## src/rtl/mem_port_arbiter.sv

```systemverilog
// Round-robin arbiter sharing one single-port memory between an instruction-fetch
// port and a load/store data port, with one-cycle read-data return and a conflict counter.
module mem_port_arbiter #(
   parameter int AW = 10,
   parameter int DW = 32
) (
   input  logic          clk,
   input  logic          rst,
   input  logic          if_req,
   input  logic [AW-1:0] if_addr,
   output logic          if_gnt,
   output logic          if_rvalid,
   output logic [DW-1:0] if_rdata,
   input  logic          d_req,
   input  logic          d_we,
   input  logic [AW-1:0] d_addr,
   input  logic [DW-1:0] d_wdata,
   output logic          d_gnt,
   output logic          d_rvalid,
   output logic [DW-1:0] d_rdata,
   output logic          mem_en,
   output logic          mem_we,
   output logic [AW-1:0] mem_addr,
   output logic [DW-1:0] mem_wdata,
   input  logic [DW-1:0] mem_rdata,
   output logic [15:0]   conflict_cnt
);

   typedef enum logic {OWN_IF, OWN_D} owner_e;

   owner_e        last_q, last_d;
   logic          if_pend_q, if_pend_d;
   logic          d_pend_q, d_pend_d;
   logic [DW-1:0] if_hold_q, d_hold_q;
   logic [15:0]   cnt_q, cnt_d;

   always_comb begin
      if_gnt    = 1'b0;
      d_gnt     = 1'b0;
      mem_en    = 1'b0;
      mem_we    = 1'b0;
      mem_addr  = '0;
      mem_wdata = '0;
      last_d    = last_q;
      // Grants are masked while rst is high so nothing starts before reset releases.
      if (!rst) begin
         if (if_req && d_req) begin
            if (last_q == OWN_IF) d_gnt  = 1'b1;
            else                  if_gnt = 1'b1;
         end else begin
            if_gnt = if_req;
            d_gnt  = d_req;
         end
      end
      if (d_gnt) begin
         mem_en    = 1'b1;
         mem_we    = d_we;
         mem_addr  = d_addr;
         mem_wdata = d_wdata;
         last_d    = OWN_D;
      end else if (if_gnt) begin
         mem_en    = 1'b1;
         mem_addr  = if_addr;
         last_d    = OWN_IF;
      end
      if_pend_d = if_gnt;
      d_pend_d  = d_gnt && !d_we;
      cnt_d     = cnt_q;
      if (if_req && d_req && (cnt_q != 16'hFFFF)) cnt_d = cnt_q + 16'd1;
   end

   always_ff @(posedge clk or posedge rst) begin
      if (rst) begin
         last_q    <= OWN_IF;
         if_pend_q <= 1'b0;
         d_pend_q  <= 1'b0;
         if_hold_q <= '0;
         d_hold_q  <= '0;
         cnt_q     <= '0;
      end else begin
         last_q    <= last_d;
         if_pend_q <= if_pend_d;
         d_pend_q  <= d_pend_d;
         if (if_pend_q) if_hold_q <= mem_rdata;
         if (d_pend_q)  d_hold_q  <= mem_rdata;
         cnt_q     <= cnt_d;
      end
   end

   // Read data passes straight through in its valid cycle and is latched for later holding.
   assign if_rvalid    = if_pend_q;
   assign d_rvalid     = d_pend_q;
   assign if_rdata     = if_pend_q ? mem_rdata : if_hold_q;
   assign d_rdata      = d_pend_q  ? mem_rdata : d_hold_q;
   assign conflict_cnt = cnt_q;

endmodule

```

## config.mk

```make
export PLATFORM = sky130hd
export DESIGN_NAME = mem_port_arbiter
export DESIGN_NICKNAME = d
export VERILOG_FILES = /design/src/rtl/mem_port_arbiter.sv
export SDC_FILE = /design/constraint.sdc
export NUM_CORES = 1
export LEC_CHECK = 0
export ABC_AREA = 0
export CAP_MARGIN = 20
export CORE_ASPECT_RATIO = 0.6
export CORE_MARGIN = 1
export CORE_UTILIZATION = 37
export CTS_BUF_LIST = sky130_fd_sc_hd__clkbuf_4 sky130_fd_sc_hd__clkbuf_8 sky130_fd_sc_hd__clkbuf_16
export CTS_CLUSTER_DIAMETER = 80
export CTS_CLUSTER_SIZE = 25
export DETAILED_ROUTE_END_ITERATION = 12
export GPL_TIMING_DRIVEN = 0
export PLACE_DENSITY = 0.77
export SETUP_SLACK_MARGIN = 0.05
export SYNTH_ARGS = -nofsm -noshare
export SYNTH_HDL_FRONTEND = slang
export SYNTH_SLANG_ARGS = --single-unit
```

## constraint.sdc

```tcl
create_clock -name clk -period 5.01 [get_ports clk]
set_input_delay 0.7515 -clock clk [delete_from_list [all_inputs] [get_ports clk]]
set_output_delay 0.7515 -clock clk [all_outputs]
set_load 0.005 [all_outputs]
```

======== After elaboration in Yosys (flattened, before gate mapping) ========
Index checks and enable logic that the tools add are counted.
storage, ports and cells
  bits in registers ....................... 83
  bits of input ports ..................... 89
  output and inout port bits .............. 128
  word-level logic and storage cells ...... 29
operators by class
  add/sub/neg operators ................... 1
  equality and inequality tests ........... 1
  multiplexer cells ....................... 16
  reductions and logical operators ........ 5
operators with widths
  kind                   count
  $mux 32                3
  $mux 10                2
  $add 16x1->16 const B  1
  $ne 16x16->1 const B   1
  $mux 1                 11
  $logic_and 1x1->1      3
  $reduce_bool 2->1      1
  $logic_not 1->1        1

======== Depth between registers and ports, before layout ========
  word-level depth ........................ 5
  mapped depth ............................ 5
  mapped depth without buffers ............ 5

======== Least setup slack after synthesis ========
Ideal clock, no wire load.
  kind .................................... input port to output port
  start ................................... input rst
  end ..................................... output mem_addr[0]
  arrival time ............................ 3.342 ns
  required time ........................... 4.259 ns
  slack ................................... 0.917 ns
  stages on the path ...................... 4
  path buffers ............................ 1
  cells stage by stage .................... inv_1 > o211a_1 > clkbuf_1 > a22o_1
between the ends
  cells in the longest elaborated chain, start to end .. 3
ends and longest elaborated chain
  item         RTL line  source
  from (decl)  8         input logic rst,
  $mux 1       46        if (!rst) begin
  net if_gnt   11        output logic if_gnt,
  $mux 10      61        end else if (if_gnt) begin
  $mux 10      55        if (d_gnt) begin
  to (decl)    23        output logic [AW-1:0] mem_addr,
The timed path passes the listed nets, and every way through them passes these cells.

======== Final worst setup path ========
  start ................................... input rst
  end ..................................... output mem_addr[1]
between the ends
  cells in the longest elaborated chain, start to end .. 3
ends and longest elaborated chain
  item       RTL line
  $mux 1     46
  $mux 10    61
  $mux 10 *  55
Mark *: on every way between the ends. The rest lies on a longest branch, timed or not.

==> run_summary.xml <==
<?xml version="1.0" encoding="UTF-8"?>
<metrics>
  <group name="setup_path">
    <metric name="reg2reg_slack" unit="ns">3.14</metric>
    <metric name="timing.critical_path.arrival" unit="ns">3.26</metric>
    <metric name="r2r_cells" unit="">5</metric>
    <metric name="cp_data_required_time" unit="ns">4.26</metric>
    <metric name="endpoint_kind" unit="">output pin</metric>
    <metric name="r2r_start" unit="">conflict_cnt[0]</metric>
    <metric name="criticalPathCategory" unit="">in -&gt; out</metric>
    <metric name="start_kind" unit="">input port</metric>
    <metric name="r2r_end" unit="">conflict_cnt[1]</metric>
    <metric name="cp_max_fo" unit="">33</metric>
    <metric name="setup.worst_path.start" unit="">rst</metric>
  </group>
  <group name="sta">
    <metric name="max_freq" unit="MHz">249</metric>
    <metric name="finalHoldViolations" unit="">0</metric>
    <metric name="clock-skew-final" unit="ns">0.00529</metric>
    <metric name="worst-slew-pin-transition" unit="ns">0.656</metric>
    <metric name="finalSetupViolCount" unit="">0</metric>
    <metric name="postLayoutSetupSlackWorst" unit="ns">0.996</metric>
    <metric name="grt_setup_unrepaired" unit="">false</metric>
    <metric name="finalCriticalPeriod" unit="ns">4.01</metric>
    <metric name="slew_violations" unit="">0</metric>
    <metric name="worst_slew_margin_rel" unit="%">56.2</metric>
    <metric name="finalCritPeriodShare" unit="%">80.1</metric>
  </group>
  <group name="global_route">
    <metric name="grt.total_usage" unit="%">21.7</metric>
    <metric name="grt_start_max_net_pins" unit="">53</metric>
    <metric name="initial_antenna_violation_count" unit="">0</metric>
    <metric name="grt_overflow" unit="">0</metric>
    <metric name="first_pass_grt_wire_length" unit="µm">16600</metric>
    <metric name="grt_pass1_vias" unit="">3155</metric>
  </group>
  <group name="yosys">
    <metric name="seq_total_area_yosys" unit="%">57.8</metric>
    <metric name="async_reset_ff_share" unit="%">100</metric>
    <metric name="synth_warn" unit="">0</metric>
    <metric name="most_common_flop_cell_mapped_by_yosys" unit="">dfrtp_1</metric>
    <metric name="syn_area" unit="µm²">3590</metric>
    <metric name="synth_cell_type_count" unit="">31</metric>
    <metric name="syn_inst" unit="">265</metric>
    <metric name="synth-edff-count" unit="">0</metric>
    <metric name="synth_area_per_cell" unit="µm²">13.6</metric>
    <metric name="synth-seq-cells" unit="">83</metric>
    <metric name="synth_nets" unit="">355</metric>
  </group>
  <group name="floorplanning">
    <metric name="floorplan.initialDensity" unit="%">38.7</metric>
    <metric name="die_area" unit="µm²">10100</metric>
    <metric name="design.core.area" unit="µm²">9290</metric>
    <metric name="die_x" unit="µm">129</metric>
    <metric name="number_of_top_level_pins" unit="">217</metric>
    <metric name="die-height" unit="µm">78.3</metric>
    <metric name="fp-row-count" unit="">27</metric>
  </group>
  <group name="job">
    <metric name="number_of_maximum_capacitance_constraint_violations" unit="">0</metric>
  </group>
  <group name="hold_path">
    <metric name="worstHoldEndpoint" unit="">if_hold_q[7]</metric>
    <metric name="holdPathStages" unit="">1</metric>
    <metric name="min_from" unit="">if_hold_q[7]</metric>
    <metric name="holdCritPathClass" unit="">reg -&gt; reg</metric>
  </group>
  <group name="detailed_routing">
    <metric name="drc_errors" unit="">0</metric>
    <metric name="drt_first_pass_iters" unit="">4</metric>
    <metric name="vias" unit="">2980</metric>
    <metric name="finalWirelength" unit="µm">10600</metric>
    <metric name="routedWlPerCell" unit="µm">16.9</metric>
    <metric name="via_per_inst" unit="">4.75</metric>
    <metric name="initialDrtViolationCount" unit="">94</metric>
    <metric name="detail-route-antenna-nets" unit="">0</metric>
  </group>
  <group name="power">
    <metric name="powerDensity" unit="nW/µm²">345</metric>
    <metric name="vdd_ir_drop_max" unit="mV">0.194</metric>
    <metric name="p_leak" unit="nW">2.54</metric>
    <metric name="finalPower" unit="W">0.00215</metric>
  </group>
  <group name="cts">
    <metric name="ctsResizeCount" unit="">0</metric>
    <metric name="numClockSinks" unit="">83</metric>
    <metric name="bufs_on_longest_clock_path" unit="">2</metric>
    <metric name="cts_tree" unit="">done</metric>
    <metric name="cts_buf_count" unit="">9</metric>
    <metric name="worstSkewPairLatency" unit="ns">0.32</metric>
    <metric name="holdBufCountCts" unit="">0</metric>
    <metric name="ctsRootBufferMaster" unit="">clkbuf_16</metric>
    <metric name="cts-htree-levels" unit="">3</metric>
    <metric name="cts_setup_buffers" unit="">0</metric>
    <metric name="cts.reportedPaths.clkPinSlew" unit="ns">0.06</metric>
  </group>
  <group name="finish">
    <metric name="antennaDiodeCount" unit="">0</metric>
    <metric name="layout.filler_cells" unit="">712</metric>
    <metric name="syn_to_final_growth" unit="%">73.6</metric>
    <metric name="layout_common_cells" unit="">clkdlybuf4s50_1 (216), dfrtp_1 (83), mux2_2 (64)</metric>
    <metric name="post_layout_nonfiller_instances" unit="">627</metric>
    <metric name="layout.cells.most_common" unit="">clkdlybuf4s50_1</metric>
    <metric name="drive_gt1_share" unit="%">17.5</metric>
    <metric name="nets" unit="">583</metric>
  </group>
  <group name="place">
    <metric name="post-place-cells" unit="">612</metric>
    <metric name="gp_congestion" unit="">0.787</metric>
    <metric name="dp_worst_setup_slack" unit="ns">0.999</metric>
    <metric name="placement.io_buffers" unit="">216</metric>
    <metric name="dp_hpwl" unit="µm">8430</metric>
  </group>
  <group name="status">
    <metric name="outcome" unit="">completed</metric>
  </group>
</metrics>
-- cells in the mapped netlist, drive strengths merged (3+ instances only) --
master   n  share of area (%)
nor2     5               0.52
o21ai    3               0.42
buf      6               0.63
and2    33                5.7
clkbuf   7               0.73
nand3    7               0.98
a22o    10                2.4
nor3     5               0.70
dfrtp   83                 58
mux2    65                 20
nand4    7                1.4
nand2    4               0.42
xor2     7                1.7
xnor2    6                1.5
-- report_power, final --
group / internal (W) / switching [W]
combinational: 0.000436 / 0.000221
clock: 0.000398 / 0.000236
sequential: 0.000805 / 0.0000557
total: 0.00164 / 0.000513
-- stage by stage --
stage / setup TNS (ns) / util (%) / area (µm²) / hold WS, ns
CTS: 0 / 67.1 / 6230 / 0.497
global placement: -10.11 / 63.7 / 5920 / 0.479
detailed placement: 0 / 64.0 / 5950 / 0.484
finish: 0 / 67.1 / 6230 / 0.495
global route: 0 / 67.1 / 6230 / 0.506
floorplan: 0 / - / 3590 / 0.486
-- kinds of logic (layout without fill, tap and decap cells) --
kind of cell | after synthesis | count (layout) | synth area share [%]
AO/OA/AOI/OAI | 18 | 18 | 4.91
XOR/XNOR | 13 | 13 | 3.17
adder cells (fa/ha/maj) | 1 | 1 | 0.348
buffers and inverters | 15 | 247 | 1.57
flip-flops | 83 | 83 | 57.8
multiplexers | 65 | 65 | 20.4
AND/OR/NAND/NOR | 70 | 70 | 11.8
-- final cells by class --
type                    count  area (µm²)  area share (%)
plain buffers              13        48.8           0.783
clock buffers              12         248            3.97
clock inverters             3        40.0           0.642
inverters                   2        10.0           0.161
multi-input cells         167        1460            23.4
flip-flops and latches     83        2080            33.3
well taps                 130         163            2.61
repair buffers            217        2190            35.1
-- metal layers --
layer  global-route usage, %  wire, µm
met2                    36.9      5190
met5                       0         0
met1                    24.3      4150
met4                    8.71       269
met3                    8.73       987
-- worst max-delay path by stage --
stage,end,slack [ns]
2_1_floorplan,mem_addr[0],0.92
3_3_place_gp,mem_addr[1],-1.05
3_5_place_dp,mem_addr[1],1.0
4_1_cts,mem_addr[1],0.99
5_1_grt,mem_addr[1],0.86
6_report,mem_addr[1],1.0
-- registers in the layout (all words and copies together), names as in the netlist --
| name | count |
|---|---|
| if_hold_q | 32 |
| if_rvalid | 1 |
| d_rvalid | 1 |
| last_q | 1 |
| d_hold_q | 32 |
| conflict_cnt | 16 |
-- worst max-delay path, cell delays in order --
cell and delay, ns:
clkdlybuf4s50_1 0.53, inv_4 0.40, o211a_1 0.25, clkbuf_1 0.49
a22o_1 0.26, clkdlybuf4s50_1 0.57
Power figures use the tool's default switching activity.
